`src/rtl/imm_gen_pipe.sv`:
```
// imm_gen_pipe: RV32I/RV64I immediate generator, one registered stage.
// Decodes I/S/B/U/J immediates, sign-extends to XLEN, reports the format.
//
// Ports:
//   clk        rising-edge clock
//   reset      synchronous, active-high reset
//   flush      kill the held result and any same-cycle accept
//   in_valid   in_instr valid this cycle
//   in_ready   stage can accept in_instr this cycle
//   in_instr   raw 32-bit instruction word
//   out_valid  out_imm/out_fmt/out_instr valid
//   out_ready  downstream accepts the result this cycle
//   out_imm    sign-extended immediate (XLEN bits)
//   out_fmt    0=NONE 1=I 2=S 3=B 4=U 5=J
//   out_instr  registered copy of the accepted instruction

module imm_gen_pipe #(
    parameter int XLEN  = 64,
    parameter int FMT_W = 3
) (
    input  logic             clk,
    input  logic             reset,
    input  logic             flush,
    input  logic             in_valid,
    output logic             in_ready,
    input  logic [31:0]      in_instr,
    output logic             out_valid,
    input  logic             out_ready,
    output logic [XLEN-1:0]  out_imm,
    output logic [FMT_W-1:0] out_fmt,
    output logic [31:0]      out_instr
);

    localparam logic [FMT_W-1:0] FMT_NONE = FMT_W'(0);
    localparam logic [FMT_W-1:0] FMT_I    = FMT_W'(1);
    localparam logic [FMT_W-1:0] FMT_S    = FMT_W'(2);
    localparam logic [FMT_W-1:0] FMT_B    = FMT_W'(3);
    localparam logic [FMT_W-1:0] FMT_U    = FMT_W'(4);
    localparam logic [FMT_W-1:0] FMT_J    = FMT_W'(5);

    logic [6:0]       opc;
    logic             is_i;
    logic             is_s;
    logic             is_b;
    logic             is_u;
    logic             is_j;
    logic [FMT_W-1:0] fmt_d;
    logic [31:0]      imm32;
    logic [XLEN-1:0]  imm_d;
    logic             accept;

    assign opc = in_instr[6:0];

    // loads, op-imm, op-imm-32, jalr, fence, system
    assign is_i = (opc == 7'b0000011) || (opc == 7'b0010011) ||
                  (opc == 7'b0011011) || (opc == 7'b1100111) ||
                  (opc == 7'b0001111) || (opc == 7'b1110011);
    assign is_s = (opc == 7'b0100011);
    assign is_b = (opc == 7'b1100011);
    assign is_u = (opc == 7'b0110111) || (opc == 7'b0010111);
    assign is_j = (opc == 7'b1101111);

    // Build the immediate at 32 bits first; every format is then
    // widened the same way, so no bit of out_imm is left unassigned.
    always_comb begin
        fmt_d = FMT_NONE;
        imm32 = '0;
        unique case (1'b1)
            is_i: begin
                fmt_d = FMT_I;
                imm32 = {{20{in_instr[31]}}, in_instr[31:20]};
            end
            is_s: begin
                fmt_d = FMT_S;
                imm32 = {{20{in_instr[31]}}, in_instr[31:25],
                         in_instr[11:7]};
            end
            is_b: begin
                fmt_d = FMT_B;
                imm32 = {{20{in_instr[31]}}, in_instr[7],
                         in_instr[30:25], in_instr[11:8], 1'b0};
            end
            is_u: begin
                fmt_d = FMT_U;
                imm32 = {in_instr[31:12], 12'b0};
            end
            is_j: begin
                fmt_d = FMT_J;
                imm32 = {{12{in_instr[31]}}, in_instr[19:12],
                         in_instr[20], in_instr[30:21], 1'b0};
            end
            default: begin
                fmt_d = FMT_NONE;
                imm32 = '0;
            end
        endcase
    end

    // imm32[31] always equals in_instr[31] (or 0 for NONE), so
    // replicating it sign-extends from the instruction's top bit.
    if (XLEN > 32) begin : g_wide
        assign imm_d = {{(XLEN-32){imm32[31]}}, imm32};
    end else begin : g_narrow
        assign imm_d = imm32[XLEN-1:0];
    end

    assign in_ready = !out_valid || out_ready;
    assign accept   = in_valid && in_ready;

    always_ff @(posedge clk) begin
        if (reset) begin
            out_valid <= 1'b0;
            out_imm   <= '0;
            out_fmt   <= '0;
            out_instr <= '0;
        end else begin
            if (flush) begin
                out_valid <= 1'b0;
            end else if (accept) begin
                out_valid <= 1'b1;
            end else if (out_ready) begin
                out_valid <= 1'b0;
            end
            // a flushed accept is dropped; data regs keep stale values
            if (accept && !flush) begin
                out_imm   <= imm_d;
                out_fmt   <= fmt_d;
                out_instr <= in_instr;
            end
        end
    end

endmodule

```
`config.mk`:
```
export PLATFORM = sky130hd
export DESIGN_NAME = imm_gen_pipe
export DESIGN_NICKNAME = d
export VERILOG_FILES = /design/src/rtl/imm_gen_pipe.sv
export SDC_FILE = /design/constraint.sdc
export NUM_CORES = 1
export LEC_CHECK = 0
export CAP_MARGIN = 20
export CORE_ASPECT_RATIO = 2
export CORE_MARGIN = 4
export CORE_UTILIZATION = 42
export DETAILED_ROUTE_END_ITERATION = 10
export GPL_TIMING_DRIVEN = 0
export MAX_ROUTING_LAYER = met4
export PLACE_DENSITY = 0.81
export SLEW_MARGIN = 20
export SYNTH_ARGS = -nofsm -noshare
export SYNTH_HDL_FRONTEND = slang
export SYNTH_SLANG_ARGS = --single-unit
export TNS_END_PERCENT = 10
```
`constraint.sdc`:
```
create_clock -name clk -period 1.96 [get_ports clk]
set_input_delay 0.49 -clock clk [delete_from_list [all_inputs] [get_ports clk]]
set_output_delay 0.49 -clock clk [all_outputs]
set_load 0.005 [all_outputs]
```
==> summary.txt <==
STA
  • Final period util: 0.990
  • Slew @ Worst Pin: a little over 0.5 ns
  • Post-layout min period: roughly 1.9 ns
  • RSZ-0062 raised after global routing: yes
  • Max frequency: 516 MHz
  • Final Skew: around 0.0033 ns
  • Max-slew headroom: 0.662
  • Final Hold Viols: 0
  • Final setup fails: 0
  • Final setup TNS: 0 ns
  • Final Max Tran Viols: 0
  • Final Worst Setup Slack: roughly 0.02 ns

Pwr
  • Pleak: 0.00190 uW
  • Pwr Total: roughly 3600 uW
  • Pwr Density: around 720 nW/um^2
  • Peak supply drop: between 0.0006 and 0.0007 V

CTS
  • Hold_buf cts: 0
  • Root Buffer: clkbuf_16
  • Clk pin slew, worst setup/hold paths: 0.06 ns
  • Clock Path Buffers: 2
  • CTS buffer count: 9
  • CTS tree: done
  • Clock Sinks: 68
  • Clock Latency Late Sink: 0.33 ns
  • # H-tree levels: 3

Synth
  • Post-Synthesis Cells: between 300 and 400
  • Mean Syn Cell Area: 8.12 sq um
  • Synth Register Bits: 68
  • Netlist cell types: around 40
  • Warnings, synthesis: 0
  • Post-synth top flop: dfxtp_1
  • Synthesized cell area: slightly above 3000 sq um
  • Share of flip-flops with an asynchronous set or reset: 0
  • Sequential area share after synthesis: 0.447
  • Post-synth EDFFs: 0
  • Net count after synthesis: roughly 400

Die
  • Die ar.: between 8000 and 9000 sq um
  • Starting Density: 0.436
  • Core Box Area: roughly 7000 sq um
  • Row count: 43
  • Die Ht: about 130 um
  • Die Wd: just under 70 um
  • Top Ports: 138

Critical path
  • Reg2Reg Depth: 6
  • Flop2flop setup slack: a little over 0.3 ns
  • CP Capture Type: output port
  • Startpoint Class: flop
  • Data arrival, critical path: around 1.5 ns
  • FF-to-FF Start: out_valid
  • Critical Path End: out_imm[50]
  • CP max FO: 17
  • CP Class: reg2out
  • CP required: around 1.5 ns
  • Critical path startpoint: out_imm[31]
  • Reg-to-Reg End: out_instr[11]

Placement
  • Gpl congestion: roughly 0.9
  • IO buf count: roughly 140
  • DP Area: 4520 sq um
  • Worst slack at placement: -0.640 ns
  • Hpwl dp: 7470 um

Global routing
  • Overflow after GRT: 0
  • Initial antenna violation count: 0
  • Vias in the first global route: between 3000 and 4000
  • Largest net degree at the start of global routing: 35
  • First-pass GRT wire length: roughly 15000 um
  • Overall Global Routing Usage: 0.236

Cells and area
  • Fill cells: roughly 570
  • Fin area: between 5000 and 6000 sq um
  • Most frequent cells in the layout: clkdlybuf4s50_1, nand2_1, dfxtp_1, a21oi_1, buf_4
  • Share of cells above drive strength 1: 0.185
  • Post-layout nets: ~570
  • Area growth syn-to-layout: 64.3%
  • ANT cells: 0
  • Most common cell after layout, fill and taps aside: clkdlybuf4s50_1
  • Final Util: 0.716

Drt
  • Avg WL per Cell: around 16 um
  • Vias: 3244
  • Drt pass-1 iters: 4
  • Drt drc: 0
  • Remaining antenna violation count: 0
  • Vias per cell: between 5 and 6
  • Final WL: between 9000 and 10000 um
  • Drt initial violations: 131

Status
  • Status: complete, no violations

Hold path
  • Worst Hold Class: reg2reg

Run
  • Maximum capacitance violations: 0
power breakdown:
part           internal, uW  switching (uW)  total [uW]  leakage, uW
Clock                  1120             612        1730     0.000160
Sequential             1420            17.5        1430     0.000552
Combinational           211             211         422      0.00119
through the flow:
stage                     hold slack (ns)  std cells
after floorplan                     0.444        375
after global placement              0.435        601
after detailed placement            0.442        601
after CTS                           0.449        617
after global routing                0.465        626
final                               0.449        626
cell families (layout without fill, tap and decap cells):
kind of cell | count (synthesis) | after routing | synth area share
flip-flops | 68 | 68 | 0.447
multiplexers | 1 | 1 | 0.00329
buffers and inverters | 62 | 223 | 0.126
AO/OA/AOI/OAI | 114 | 114 | 0.236
AND/OR/NAND/NOR | 130 | 130 | 0.187
area by class of cell:
type	count	area (sq um)	area share
inverter	4	15.0	0.00300
tap	90	113	0.0225
sequential	68	1370	0.273
buffer	58	393	0.0785
clock inverter	7	100	0.0200
timing repair buffer	145	1450	0.290
multi-input combinational	245	1350	0.269
clock buffer	9	225	0.0450
synthesized netlist by cell type (2+ instances only):
master,number,area (sq um)
a21oi_1,50,250
a221oi_1,2,17.5
a22o_1,6,52.6
a22oi_1,4,30.0
a31oi_1,4,25.0
a32oi_1,8,70.1
and2_1,2,12.5
buf_2,5,25.0
buf_4,33,248
buf_6,3,33.8
clkbuf_1,17,63.8
dfxtp_1,68,1360
inv_1,3,11.3
nand2_1,101,379
nand2b_1,2,12.5
nand3_1,5,25.0
nor2_1,6,22.5
nor2b_1,2,12.5
nor3_1,4,20.0
o21ai_0,5,25.0
o21ai_1,21,105
o21ai_2,5,43.8
critical path, stage by stage (launching register included):
cell	delay (ns)
dfxtp_4	0.37
buf_12	0.14
buf_4	0.10
clkdlybuf4s50_1	0.50
timing repair:
item / 4_1_cts / 5_1_grt
setup endpoints to repair: 88 / 92
endpoints found under the hold margin: 0 / 0
buffers inserted: 0 / 9
gates resized for setup: 20 / 22
pin swaps: 3 / 3
registers in the layout, indices dropped and copies added, names as in the netlist:
signal / cells
out_instr: 32
out_fmt: 3
out_valid: 1
out_imm: 32
worst min path at each step:
stage                       start             to  slack [ns]  cells past startpoint
finish                out_imm[15]    out_imm[15]        0.45                      2
CTS                    out_imm[4]     out_imm[4]        0.45                      2
global placement       out_imm[4]     out_imm[4]        0.44                      2
floorplan             out_imm[20]    out_imm[20]        0.44                      2
global route        out_instr[27]  out_instr[27]        0.46                      2
detailed placement     out_imm[4]     out_imm[4]        0.44                      2
metal layers:
layer  wire length [um]  GRT usage  vias up  part of all wire
met1               3510      0.234     1500              0.36
met4                354      0.110        0             0.036
li1                   -          -     1567                 -
met2               5390      0.417      146              0.55
met5                  0          -        -                 0
met3                550     0.0559       31             0.056
No activity file was read; power rests on OpenSTA's default activity.
